--- src/rtl/ps2_pkg.sv ---
// Shared types and scan-code constants for the PS/2 keyboard decoder.
package ps2_pkg;

    typedef enum logic [1:0] {
        ST_IDLE,
        ST_DATA,
        ST_PARITY,
        ST_STOP
    } frame_state_t;

    localparam logic [7:0] PS2_EXT   = 8'hE0;
    localparam logic [7:0] PS2_REL   = 8'hF0;
    localparam logic [7:0] PS2_PAUSE = 8'hE1;
    localparam logic [7:0] PS2_BAT   = 8'hAA;
    localparam logic [7:0] PS2_ACK   = 8'hFA;

    // Pause is E1 followed by seven further bytes that must not produce events.
    localparam logic [2:0] PAUSE_SKIP = 3'd7;

    // Keyboard status/response bytes that carry no key information on their own.
    function automatic logic is_noise(input logic [7:0] b);
        return b inside {8'h00, PS2_BAT, 8'hEE, PS2_ACK, 8'hFC, 8'hFE, 8'hFF};
    endfunction

endpackage

--- src/rtl/ps2_kbd_decoder_if.sv ---
// Key-event bus from the PS/2 decoder to the keyboard matrix block.
interface ps2_kbd_decoder_if;
    logic       key_strobe;
    logic       key_pressed;
    logic       key_extended;
    logic [7:0] key_code;
    logic       frame_err;

    modport master (output key_strobe, key_pressed, key_extended, key_code, frame_err);
    modport slave  (input  key_strobe, key_pressed, key_extended, key_code, frame_err);
endinterface

--- src/rtl/ps2_line_filter.sv ---
// Synchronises both PS/2 lines, debounces ps2_clk and emits a one-cycle pulse
// on each falling edge of the filtered clock.
module ps2_line_filter #(
    parameter int FILTER_LEN = 8
) (
    input  logic clk,
    input  logic reset,
    input  logic ps2_clk,
    input  logic ps2_data,
    output logic fall,
    output logic data_sync
);

    localparam int CW = $clog2(FILTER_LEN + 1);

    logic [1:0]    clk_sync;
    logic [1:0]    dat_sync;
    logic          filt_clk;
    logic [CW-1:0] stable_cnt;

    // Lines idle high, so the synchronisers and filter come out of reset high
    // and no spurious edge is seen after reset.
    always_ff @(posedge clk or posedge reset) begin
        if (reset) begin
            clk_sync   <= 2'b11;
            dat_sync   <= 2'b11;
            filt_clk   <= 1'b1;
            stable_cnt <= '0;
            fall       <= 1'b0;
        end else begin
            // NOTE: non-blocking assignments keep every flop reading the pre-edge value of the others.
            clk_sync <= {clk_sync[0], ps2_clk};
            dat_sync <= {dat_sync[0], ps2_data};
            fall     <= 1'b0;
            if (clk_sync[1] == filt_clk) begin
                stable_cnt <= '0;
            end else if (stable_cnt == CW'(FILTER_LEN - 1)) begin
                filt_clk   <= clk_sync[1];
                stable_cnt <= '0;
                fall       <= filt_clk;
            end else begin
                stable_cnt <= stable_cnt + 1'b1;
            end
        end
    end

    assign data_sync = dat_sync[1];

endmodule

--- src/rtl/ps2_kbd_decoder.sv ---
// PS/2 scan-code set 2 receiver: frames bytes, folds E0/F0 prefixes into flags,
// swallows Pause and status bytes, and emits single-cycle key events.
module ps2_kbd_decoder
    import ps2_pkg::*;
#(
    parameter int FILTER_LEN = 8,
    parameter int TIMEOUT    = 48000
) (
    input  logic               clk,
    input  logic               reset,
    input  logic               ps2_clk,
    input  logic               ps2_data,
    ps2_kbd_decoder_if.master  kbd
);

    localparam int TW = $clog2(TIMEOUT + 1);

    logic          fall;
    logic          data_bit;
    frame_state_t  state;
    logic [2:0]    bit_cnt;
    logic [7:0]    shift_q;
    logic          parity_q;
    logic [TW-1:0] tcnt;
    logic          ext_q;
    logic          rel_q;
    logic [2:0]    skip_q;
    logic          strobe_q;
    logic          pressed_q;
    logic          extended_q;
    logic [7:0]    code_q;
    logic          err_q;
    logic          frame_ok;

    ps2_line_filter #(.FILTER_LEN(FILTER_LEN)) u_filter (
        .clk       (clk),
        .reset     (reset),
        .ps2_clk   (ps2_clk),
        .ps2_data  (ps2_data),
        .fall      (fall),
        .data_sync (data_bit)
    );

    // Stop bit high and odd parity over data plus parity bit.
    assign frame_ok = data_bit & (^shift_q ^ parity_q);

    always_ff @(posedge clk or posedge reset) begin
        if (reset) begin
            state      <= ST_IDLE;
            bit_cnt    <= '0;
            shift_q    <= '0;
            parity_q   <= 1'b0;
            tcnt       <= '0;
            ext_q      <= 1'b0;
            rel_q      <= 1'b0;
            skip_q     <= '0;
            strobe_q   <= 1'b0;
            pressed_q  <= 1'b0;
            extended_q <= 1'b0;
            code_q     <= '0;
            err_q      <= 1'b0;
        end else begin
            strobe_q <= 1'b0;
            err_q    <= 1'b0;
            // A stalled frame is aborted before any fall in the same cycle is considered.
            if (state != ST_IDLE && tcnt == TW'(TIMEOUT)) begin
                state <= ST_IDLE;
                tcnt  <= '0;
                err_q <= 1'b1;
                ext_q <= 1'b0;
                rel_q <= 1'b0;
            end else if (fall) begin
                tcnt <= '0;
                unique case (state)
                    ST_IDLE: begin
                        if (!data_bit) begin
                            state   <= ST_DATA;
                            bit_cnt <= '0;
                        end else begin
                            err_q <= 1'b1;
                        end
                    end
                    ST_DATA: begin
                        shift_q <= {data_bit, shift_q[7:1]};
                        bit_cnt <= bit_cnt + 3'd1;
                        if (bit_cnt == 3'd7) state <= ST_PARITY;
                    end
                    ST_PARITY: begin
                        parity_q <= data_bit;
                        state    <= ST_STOP;
                    end
                    ST_STOP: begin
                        state <= ST_IDLE;
                        if (!frame_ok) begin
                            err_q <= 1'b1;
                            ext_q <= 1'b0;
                            rel_q <= 1'b0;
                        end else if (skip_q != 3'd0) begin
                            skip_q <= skip_q - 3'd1;
                        end else if (shift_q == PS2_PAUSE) begin
                            skip_q <= PAUSE_SKIP;
                        end else if (shift_q == PS2_EXT) begin
                            ext_q <= 1'b1;
                        end else if (shift_q == PS2_REL) begin
                            rel_q <= 1'b1;
                        end else if (ext_q || rel_q || !is_noise(shift_q)) begin
                            strobe_q   <= 1'b1;
                            code_q     <= shift_q;
                            pressed_q  <= ~rel_q;
                            extended_q <= ext_q;
                            ext_q      <= 1'b0;
                            rel_q      <= 1'b0;
                        end
                    end
                endcase
            end else if (state != ST_IDLE) begin
                tcnt <= tcnt + 1'b1;
            end
        end
    end

    assign kbd.key_strobe   = strobe_q;
    assign kbd.key_pressed  = pressed_q;
    assign kbd.key_extended = extended_q;
    assign kbd.key_code     = code_q;
    assign kbd.frame_err    = err_q;

endmodule
--- src/flat_wrapper.sv ---
// flat-port wrapper written by rule: the top's interface ports become plain ports
module ps2_kbd_decoder_flat import ps2_pkg::*;
#(
    parameter int FILTER_LEN = 8,
    parameter int TIMEOUT    = 48000
)
  (clk, reset, ps2_clk, ps2_data, kbd_key_strobe, kbd_key_pressed, kbd_key_extended, kbd_key_code, kbd_frame_err);
  ps2_kbd_decoder_if kbd_i ();
  input  logic clk;
  input  logic reset;
  input  logic ps2_clk;
  input  logic ps2_data;
  output wire logic [$bits(kbd_i.key_strobe)-1:0] kbd_key_strobe;
  output wire logic [$bits(kbd_i.key_pressed)-1:0] kbd_key_pressed;
  output wire logic [$bits(kbd_i.key_extended)-1:0] kbd_key_extended;
  output wire logic [$bits(kbd_i.key_code)-1:0] kbd_key_code;
  output wire logic [$bits(kbd_i.frame_err)-1:0] kbd_frame_err;
  assign kbd_key_strobe = kbd_i.key_strobe;
  assign kbd_key_pressed = kbd_i.key_pressed;
  assign kbd_key_extended = kbd_i.key_extended;
  assign kbd_key_code = kbd_i.key_code;
  assign kbd_frame_err = kbd_i.frame_err;
  ps2_kbd_decoder #(.FILTER_LEN(FILTER_LEN), .TIMEOUT(TIMEOUT)) u_core (.clk(clk), .reset(reset), .ps2_clk(ps2_clk), .ps2_data(ps2_data), .kbd(kbd_i));
endmodule
--- config.mk ---
export PLATFORM = sky130hd
export DESIGN_NAME = ps2_kbd_decoder_flat
export DESIGN_NICKNAME = d
export VERILOG_FILES = /design/src/rtl/ps2_pkg.sv /design/src/rtl/ps2_kbd_decoder_if.sv /design/src/rtl/ps2_line_filter.sv /design/src/rtl/ps2_kbd_decoder.sv /design/src/flat_wrapper.sv
export SDC_FILE = /design/constraint.sdc
export NUM_CORES = 1
export LEC_CHECK = 0
export CAP_MARGIN = 5
export CORE_ASPECT_RATIO = 0.7
export CORE_MARGIN = 3
export CORE_UTILIZATION = 50
export CTS_CLUSTER_DIAMETER = 150
export DETAILED_ROUTE_END_ITERATION = 10
export PLACE_DENSITY = 0.64
export REMOVE_ABC_BUFFERS = 1
export SYNTH_ARGS = -nofsm -noshare
export SYNTH_HDL_FRONTEND = slang
export SYNTH_HIERARCHICAL = 1
export SYNTH_SLANG_ARGS = --single-unit
export TNS_END_PERCENT = 5
--- constraint.sdc ---
create_clock -name clk -period 3.49 [get_ports clk]
set_clock_uncertainty 0.2 [all_clocks]
set_input_delay 0.5235 -clock clk [delete_from_list [all_inputs] [get_ports clk]]
set_output_delay 0.5235 -clock clk [all_outputs]
set_load 0.02 [all_outputs]
# Yosys cells after proc, flatten, opt, wreduce, memory -nomap -nowiden
# Index checks and enable logic that the tools add are counted.
# Widths: inputs -> output; s select.
# totals
out_inout_bits	12
regBits	57
wordCells	127
in_bits	4
# op_classes
n_reduce_logical	24
mux	47
n_addsub	4
bitwise_logic	9
eq_ne	25
# op_table
op	count
$eq 8x8->1 const B	9
$mux 16	3
$mux 1	32
$add 16x1->16 const B	1
$eq 16x16->1 const B	1
$ne 4x4->1 const B	3
$reduce_and 6->1	2
$reduce_bool 2->1	5
$mux 3	3
$ne 3x3->1 const B	3
$reduce_and 3->1	3
$reduce_and 9->1	1
$logic_not 8->1	1
$mux 2	4
$mux 4	2
$pmux 2 s4	1
$reduce_xor 8->1	1
$not 1->1	7
$reduce_bool 7->1	1
$pmux 3 s2	1
$reduce_bool 3->1	2
$reduce_and 5->1	1
$add 4x1->4 const B	1
$eq 2x2->1 const B	2
18 further kinds	19

# Depth between registers and ports, before layout
# Gate-level depths: netlist (run 1).
# logic_depth
depth_word	13
depth_mapped	9
mapped_depth_nobuf	8

# By module
# The synthesis (run 1) kept the hierarchy.
# modules_own_cells
module	instances	cells_each	seq_area_each_um2	area_per_inst_um2
ps2_kbd_decoder	1	253	1176.1	2598.7
ps2_line_filter	1	24	256.5	367.9

# Worst setup path before layout (run 1)
# OpenSTA, ideal clock, no wires.
# synth_path
kind	register to register
startpoint	register u_core.shift_q[0]
endpoint	register u_core.code_q[0] (netlist: u_core/kbd.key_code[0])
path_stages_with_launch	10
n_path_buf	1
setup_ns	0.125
required_time_ns	3.165
period_less_slack_ns	2.595
path_slack_ns	0.895
arrival_time_ns	2.270
path_cell_list	dfrtp_1 > inv_1 > ha_1 > xnor3_1 > xnor2_1 > nand2_2 > nor3_4 > and4_4 > buf_12 > mux2_4
# synth_via
elab_chain_len	5
word_cells_on_any_way	20
classes_between	eq/ne: 9; bitwise: 5; reduce/logical: 6
# synth_rtl
element	line	rtl
start, declared	ps2_kbd_decoder.sv:22	logic [7:0] shift_q;
start signal, assigned	ps2_kbd_decoder.sv:84	shift_q <= {data_bit, shift_q[7:1]};
$eq 8x8->1 / $logic_not 8->1 (equally long branches)	ps2_pkg.sv:22	return b inside {8'h00, PS2_BAT, 8'hEE, PS2_ACK, 8'hFC, 8'hFE, 8'hFF};
$reduce_bool 7->1	ps2_pkg.sv:22	
$logic_not 1->1	ps2_kbd_decoder.sv:106	end else if (ext_q || rel_q || !is_noise(shift_q)) begin
$logic_or 1x1->1	ps2_kbd_decoder.sv:106	
$reduce_and 9->1 (no line)	-	
end signal, assigned	ps2_kbd_decoder.sv:108	code_q <= shift_q;
end, declared	ps2_kbd_decoder.sv:31	logic [7:0] code_q;
# Several ways; a longest one is shown, not always the timed one.
# A chain may end at the register's enable or synchronous reset.

# Worst setup path in the final report (run 1)
# layout_path
startpoint	register u_core.shift_q[0]
endpoint	register u_core.code_q[5] (netlist: u_core/kbd.key_code[5])
# layout_via
elab_chain_len	5
word_cells_on_any_way	20
classes_between	eq/ne: 9; bitwise: 5; reduce/logical: 6
# layout_rtl
element	line
$eq 8x8->1 / $logic_not 8->1 (equally long branches)	ps2_pkg.sv:22
$reduce_bool 7->1	ps2_pkg.sv:22
$logic_not 1->1	ps2_kbd_decoder.sv:106
$logic_or 1x1->1	ps2_kbd_decoder.sv:106
$reduce_and 9->1 (no line) (*)	-
# Mark *: on every way between the ends. The rest lies on a longest branch, timed or not.

==> flow_summary.yaml, run 1 <==
setup_path:
  critical_path.max_fanout: 11
  signal_arrival_time_at_the_worst_endpoint_ps: 2880
  crit_path_cell_trace: "inv_1 -> ha_1 -> xnor3_1 -> xnor2_1 -> nand2_2 -> nor3_4 -> and4_4 -> mux2_2"
  critPathTopFamily: "simple AND/OR/NAND/NOR gates"
  worstSetupEndpointType: "register"
  worst_r2r_endpoint: "u_core/kbd.key_code[5]$_DFFE_PP0P_"
  worst_r2r_path_cells: 8
  cp-start-kind: "register"
  crit_buf_inv: 1
  critical_path.reg2reg.startpoint: "u_core/shift_q[0]$_DFFE_PP0P_"
  reg2reg_slack_ps: 630
  worst_ep_required_time_ps: 3510
  setup.worst_path.class: "register to register"
  cp_slowest_cell: "dfrtp_1"
  critPathMaxStageDelay_ps: 440
die:
  die_w_um: 98.1
  die_h_um: 70.4
  std_cell_rows: 22
  boundaryPins: 16
  design.core.area_mm2: 0.00548
  starting_density_of_the_core: 0.542
  design.die.area_mm2: 0.00691
sta:
  timing.max_slew.rel_slack: 0.335
  period_minus_slack_ps: 2860
  final-setup-viol-count: 0
  grt_setup_unrepaired: "no"
  count_of_pins_over_their_slew_limit: 0
  worst_pin_slew_ps: 996
  max_freq_ghz: 0.350
  hold_violations: 0
  fin_tns_setup_ps: 0
  fin_worst_hold_slack_ps: 155
  min_period_over_period: 0.819
cells_and_area:
  finalInstanceArea_mm2: 0.00336
  n_antenna_cell: 0
  drive_above_1_share: 0.129
  area_growth_syn_to_layout_pct: 13.3
  combined_area_of_the_multi_input_logic_cells_mm2: 0.00140
  nets_final: 325
  filler_cells_inserted: 453
  final-seq-area_mm2: 0.00143
cts:
  cts_max_level: 3
  clock_sink_count: 57
  number_of_buffers_created_by_cts: 9
  ctsLongestPathBuffers: 2
  cts_resized: 0
  clk_pin_slew_ps: 60
  tritoncts: "built"
  post_cts_buffers: 0
  cts_root_buffer: "clkbuf_8"
  clkLatencyLatePin_ps: 330
  cts_hold_fix_bufs: 0
logic_synthesis:
  post_synth_edffs: 0
  synthCells: 277
  yosys_register_bits: 57
  synthDominantCellAreaShare: 0.439
  synth_async_sr_flop_share: 1.00
  most_frequently_used_cell_type_in_the_post_synthesis_netlist: "dfrtp_1"
  postSynth.topFlopCell: "dfrtp_1"
  synth_warnings: 6
  synth_sequential_area_ratio: 0.483
  yosys.area.top_type: "dfrtp_1"
  avgSynthCellArea_um2: 10.7
  synthTopCellsByCount: "dfrtp_1 (52), ha_1 (24), nor2_1 (24), inv_1 (22), nand2_1 (19)"
  distinct_cell_type_count_of_the_synthesized_netlist: 46
  post_synth_instance_area_mm2: 0.00297
  synth.top_cells.by_area: "dfrtp_1 (44%), ha_1 (10%), mux2_4 (4.6%)"
routing:
  via_count: 1970
  postRouteAntennaNets: 0
  detail_route.wl_per_cell_um: 13.9
  first_iter_violations: 117
  route.detailed.drc: 0
  firstDrtPassIters: 4
  detail_route.wirelength_um: 5210
  post_drt_via_cell_ratio: 5.27
global_route:
  grt_start_max_net_pins: 48
  grt_util_overall: 0.172
  vias_in_the_first_global_route: 1919
  global_route.overflow_total: 0
  antenna_found_initial: 0
  grt_first_pass_wirelength_um: 9360
pwr:
  pwr-share-clk: 0.363
  psw_mw: 0.463
  comb_power_share: 0.154
  seq_power_share: 0.483
  power.density_mw_per_mm2: 491
  sw_frac_of_total: 0.281
  ir_drop_mv: 0.294
  internal-power_mw: 1.19
  p_leak_nw: 1.56
placed_design:
  placed_area_mm2: 0.00317
  gpl.final_weighted_congestion: 0.782
  hpwl_um: 3720
  port_buffers: 15
outcome:
  result_of_the_run: "finished, final reports clean"
worst_hold_path:
  hold_start: "u_core/u_filter/clk_sync[0]$_DFF_PP1_"
  worstHoldPathType: "register to register"
  hold-path-endpoint: "u_core/u_filter/clk_sync[1]$_DFF_PP1_"
  min_path_cells: 0
job:
  max-cap-violations: 0
## cells by family after synthesis
group / synth area share
AO/OA/AOI/OAI: 0.0806
XOR/XNOR: 0.0578
adder cells (fa/ha/maj): 0.101
buffers and inverters: 0.0443
flip-flops: 0.483
multiplexers: 0.0671
AND/OR/NAND/NOR: 0.166
## power groups by stage
stage,clock (mW),combinational (mW),sequential (mW)
final,0.600,0.254,0.798
after global routing,0.648,0.293,0.809
after CTS,0.621,0.254,0.797
after detailed placement,0,0.255,0.806
after global placement,0,0.247,0.805
after floorplan,0,0.205,0.788
## worst max path at each step
stage / start / to / cells past startpoint
4_1_cts: u_core/shift_q[0]$_DFFE_PP0P_ / u_core/kbd.key_code[5]$_DFFE_PP0P_ / 8
3_5_place_dp: u_core/shift_q[0]$_DFFE_PP0P_ / u_core/kbd.key_code[5]$_DFFE_PP0P_ / 8
3_3_place_gp: u_core/shift_q[0]$_DFFE_PP0P_ / u_core/kbd.key_code[5]$_DFFE_PP0P_ / 8
5_1_grt: u_core/shift_q[0]$_DFFE_PP0P_ / u_core/kbd.key_code[5]$_DFFE_PP0P_ / 8
6_report: u_core/shift_q[0]$_DFFE_PP0P_ / u_core/kbd.key_code[5]$_DFFE_PP0P_ / 8
2_1_floorplan: u_core/shift_q[0]$_DFFE_PP0P_ / u_core/kbd.key_code[5]$_DFFE_PP0P_ / 8
## state kept, by name, indices dropped and copies added (netlist names), 2 cells and up
signal / flops
u_core/bit_cnt: 3
u_core/kbd.key_code: 8
u_core/shift_q: 8
u_core/skip_q: 3
u_core/state: 2
u_core/tcnt: 16
u_core/u_filter/clk_sync: 2
u_core/u_filter/dat_sync: 2
u_core/u_filter/stable_cnt: 4
## cell usage in the layout (no fill, tap or decap), types with 2 or more instances in the layout
master	netlist	routed
dfrtp_1	52	52
nor2_1	24	24
ha_1	24	24
inv_1	22	21
nand2_1	19	19
clkdlybuf4s50_1	0	15
o21ai_0	12	12
a21oi_1	12	12
nand3_1	11	11
clkbuf_8	0	10
xor2_1	9	9
mux2_4	9	9
xnor2_1	8	8
and3_1	7	7
nand4_1	6	6
nand2b_1	5	5
nor3_1	5	5
dfstp_2	5	5
nor4_1	3	3
nor3b_1	3	3
mux2i_1	3	3
o211ai_1	3	3
mux2_2	3	3
clkinvlp_4	0	2
clkinv_2	0	2
a22o_1	2	2
nor2b_1	2	2
and2_1	2	2
a31oi_1	2	2
## through the flow
| stage | cells | util | power (mW) | setup slack [ps] |
|---|---|---|---|---|
| 4_1_cts | 374 | 0.614 | 1.67 | 613 |
| 6_report | 374 | 0.614 | 1.65 | 631 |
| 2_1_floorplan | 270 | - | 0.994 | 876 |
| 3_5_place_dp | 358 | 0.578 | 1.06 | 629 |
| 5_1_grt | 374 | 0.614 | 1.75 | 444 |
| 3_3_place_gp | 358 | 0.578 | 1.05 | 723 |
## per-layer routing
layer  up-vias  wire length, um  track usage
li1        996                -            -
met1       914             2870        0.264
met2        54             2010        0.223
met3         6              277       0.0539
met4         0               61       0.0645
met5         -                0            0
## final cells by class
| class | instances | area share |
|---|---|---|
| Timing Repair Buffer | 16 | 0.0469 |
| Multi-Input combinational cell | 191 | 0.417 |
| Clock inverter | 5 | 0.0164 |
| Sequential cell | 57 | 0.426 |
| Tap cell | 72 | 0.0268 |
| Inverter | 22 | 0.0246 |
| Clock buffer | 11 | 0.0421 |
Power figures use the tool's default switching activity.
==> run 2: changes to the inputs <==
==> constraint.sdc (replaced) <==
create_clock -name clk -period 2.9 [get_ports clk]
set_clock_uncertainty 0.2 [all_clocks]
set_input_delay 0.435 -clock clk [delete_from_list [all_inputs] [get_ports clk]]
set_output_delay 0.435 -clock clk [all_outputs]
set_load 0.02 [all_outputs]
==> flow_summary.yaml, run 2 (synthesized netlist as in run 1, its figures left out) <==
sta:
  period_minus_slack_ps: 2790
  min_period_over_period: 0.962
  worst_pin_slew_ps: 504
  timing.max_slew.rel_slack: 0.664
  max_freq_ghz: 0.358
  fin_tns_setup_ps: 0
  final-setup-viol-count: 0
  count_of_pins_over_their_slew_limit: 0
  grt_setup_unrepaired: "no"
  postLayoutSetupSlackWorst_ps: 110
  hold_violations: 0
cts:
  tritoncts: "built"
  ctsLongestPathBuffers: 2
  clk_pin_slew_ps: 70
  clkLatencyLatePin_ps: 330
  number_of_buffers_created_by_cts: 9
  cts_root_buffer: "clkbuf_8"
  cts_hold_fix_bufs: 0
  clock_sink_count: 57
  cts_max_level: 3
die:
  boundaryPins: 16
  design.die.area_mm2: 0.00691
  die_h_um: 70.4
  design.core.area_mm2: 0.00548
  die_w_um: 98.1
  starting_density_of_the_core: 0.542
  std_cell_rows: 22
setup_path:
  setup.worst_path.class: "register to register"
  critPathMaxStageDelay_ps: 430
  cp_slowest_cell: "dfrtp_1"
  critical_path.max_fanout: 5
  crit_buf_inv: 1
  worst_ep_required_time_ps: 2920
  worst_r2r_endpoint: "u_core/kbd.key_code[3]$_DFFE_PP0P_"
  worstSetupEndpointType: "register"
  worst_r2r_path_cells: 8
  crit_path_cell_trace: "inv_1 -> ha_1 -> xnor3_1 -> xnor2_1 -> nand2_2 -> nor3_4 -> and4_2 -> mux2_4"
  cp_num_cells: 8
  cp-start-kind: "register"
  critical_path.reg2reg.startpoint: "u_core/shift_q[0]$_DFFE_PP0P_"
  critPathTopFamily: "simple AND/OR/NAND/NOR gates"
  reg2reg_slack_ps: 110
  signal_arrival_time_at_the_worst_endpoint_ps: 2810
cells_and_area:
  most_flops_register: "u_core/tcnt"
  leading_cell_type_in_the_layout_fill_and_taps_excluded: "dfrtp_1"
  largest_register_ffs: 16
  nets_final: 329
  layout.cells.most_common_list: "dfrtp_1 (52), nor2_1 (24), ha_1 (24)"
  n_antenna_cell: 0
  drive_above_1_share: 0.137
  area_growth_syn_to_layout_pct: 14.6
pwr:
  p_leak_nw: 1.57
  power.density_mw_per_mm2: 583
  ir_drop_mv: 0.388
global_route:
  most_crowded_layer_gr: "met1"
  vias_in_the_first_global_route: 1901
  grt_start_max_net_pins: 48
  grt_util_overall: 0.173
  global_route.usage.met2: 0.211
  antenna_found_initial: 0
  grt_first_pass_wirelength_um: 9380
  grt.met1_usage: 0.271
  met3_usage: 0.0619
  global_route.overflow_total: 0
worst_hold_path:
  worstHoldPathType: "register to register"
  hold-path-endpoint: "u_core/u_filter/dat_sync[1]$_DFF_PP1_"
  hold_start: "u_core/u_filter/dat_sync[0]$_DFF_PP1_"
  min_path_cells: 0
job:
  max-cap-violations: 0
routing:
  firstDrtPassIters: 4
  postRouteAntennaNets: 0
  post_drt_via_cell_ratio: 5.30
  via_count: 2003
  route.detailed.drc: 0
  detail_route.wl_per_cell_um: 14.3
  detail_route.wirelength_um: 5390
  first_iter_violations: 80
placed_design:
  hpwl_um: 3720
  port_buffers: 15
  gpl.final_weighted_congestion: 0.808
  pre_cts_slack_ps: 75.5
outcome:
  result_of_the_run: "finished, final reports clean"
-- run 2: worst max-delay path by stage --
stage / slack (ps) / end / start
after CTS: 80 / u_core/kbd.key_code[5]$_DFFE_PP0P_ / u_core/shift_q[0]$_DFFE_PP0P_
after global placement: 140 / u_core/kbd.key_code[5]$_DFFE_PP0P_ / u_core/shift_q[0]$_DFFE_PP0P_
final: 110 / u_core/kbd.key_code[3]$_DFFE_PP0P_ / u_core/shift_q[0]$_DFFE_PP0P_
after detailed placement: 80 / u_core/kbd.key_code[5]$_DFFE_PP0P_ / u_core/shift_q[0]$_DFFE_PP0P_
after floorplan: 290 / u_core/kbd.key_code[5]$_DFFE_PP0P_ / u_core/shift_q[0]$_DFFE_PP0P_
after global routing: 2 / u_core/kbd.key_extended$_DFFE_PP0P_ / u_core/shift_q[0]$_DFFE_PP0P_
-- run 2: area by class of cell --
| cell class | instances | area [um2] |
|---|---|---|
| timing repair buffer | 19 | 193 |
| clock inverter | 5 | 58.8 |
| tap | 72 | 90.1 |
| fill | 461 | 2080 |
| inverter | 22 | 82.6 |
| multi-input combinational | 192 | 1410 |
| sequential | 57 | 1430 |
| clock buffer | 11 | 131 |
-- run 2: routing by layer --
layer	share of wire	vias up	wire (um)
met5	0	-	0
met1	0.56	943	3040
met2	0.38	44	2030
li1	-	1011	-
met3	0.050	5	268
met4	0.0098	0	53
-- run 2: what timing repair did --
item / CTS / global route
buffers inserted: 0 / 0
setup endpoints to repair: 0 / 1
gates resized for setup: 0 / 0
-- run 2: stage by stage --
step | util | total power [mW] | hold slack [ps] | instance area, um2 | instances
global route | 0.621 | 2.12 | 169 | 3400 | 378
CTS | 0.619 | 2.01 | 157 | 3390 | 377
global placement | 0.584 | 1.28 | 146 | 3200 | 361
detailed placement | 0.584 | 1.28 | 147 | 3200 | 361
floorplan | - | 1.20 | 71.6 | 2920 | 270
finish | 0.621 | 1.98 | 156 | 3400 | 378
-- run 2: worst register-to-register path, delay by kind of cell, from the launching register on --
kind | cells | cell delay (ps)
fa+ha+maj | 1 | 310
mux | 1 | 320
xor+xnor | 2 | 540
flops | 1 | 430
simple gates | 3 | 800
buf+inv | 1 | 90
-- run 2: power breakdown --
group,internal [mW],switching (mW)
clock network,0.397,0.315
registers,0.873,0.0852
logic,0.147,0.165
total,1.42,0.565
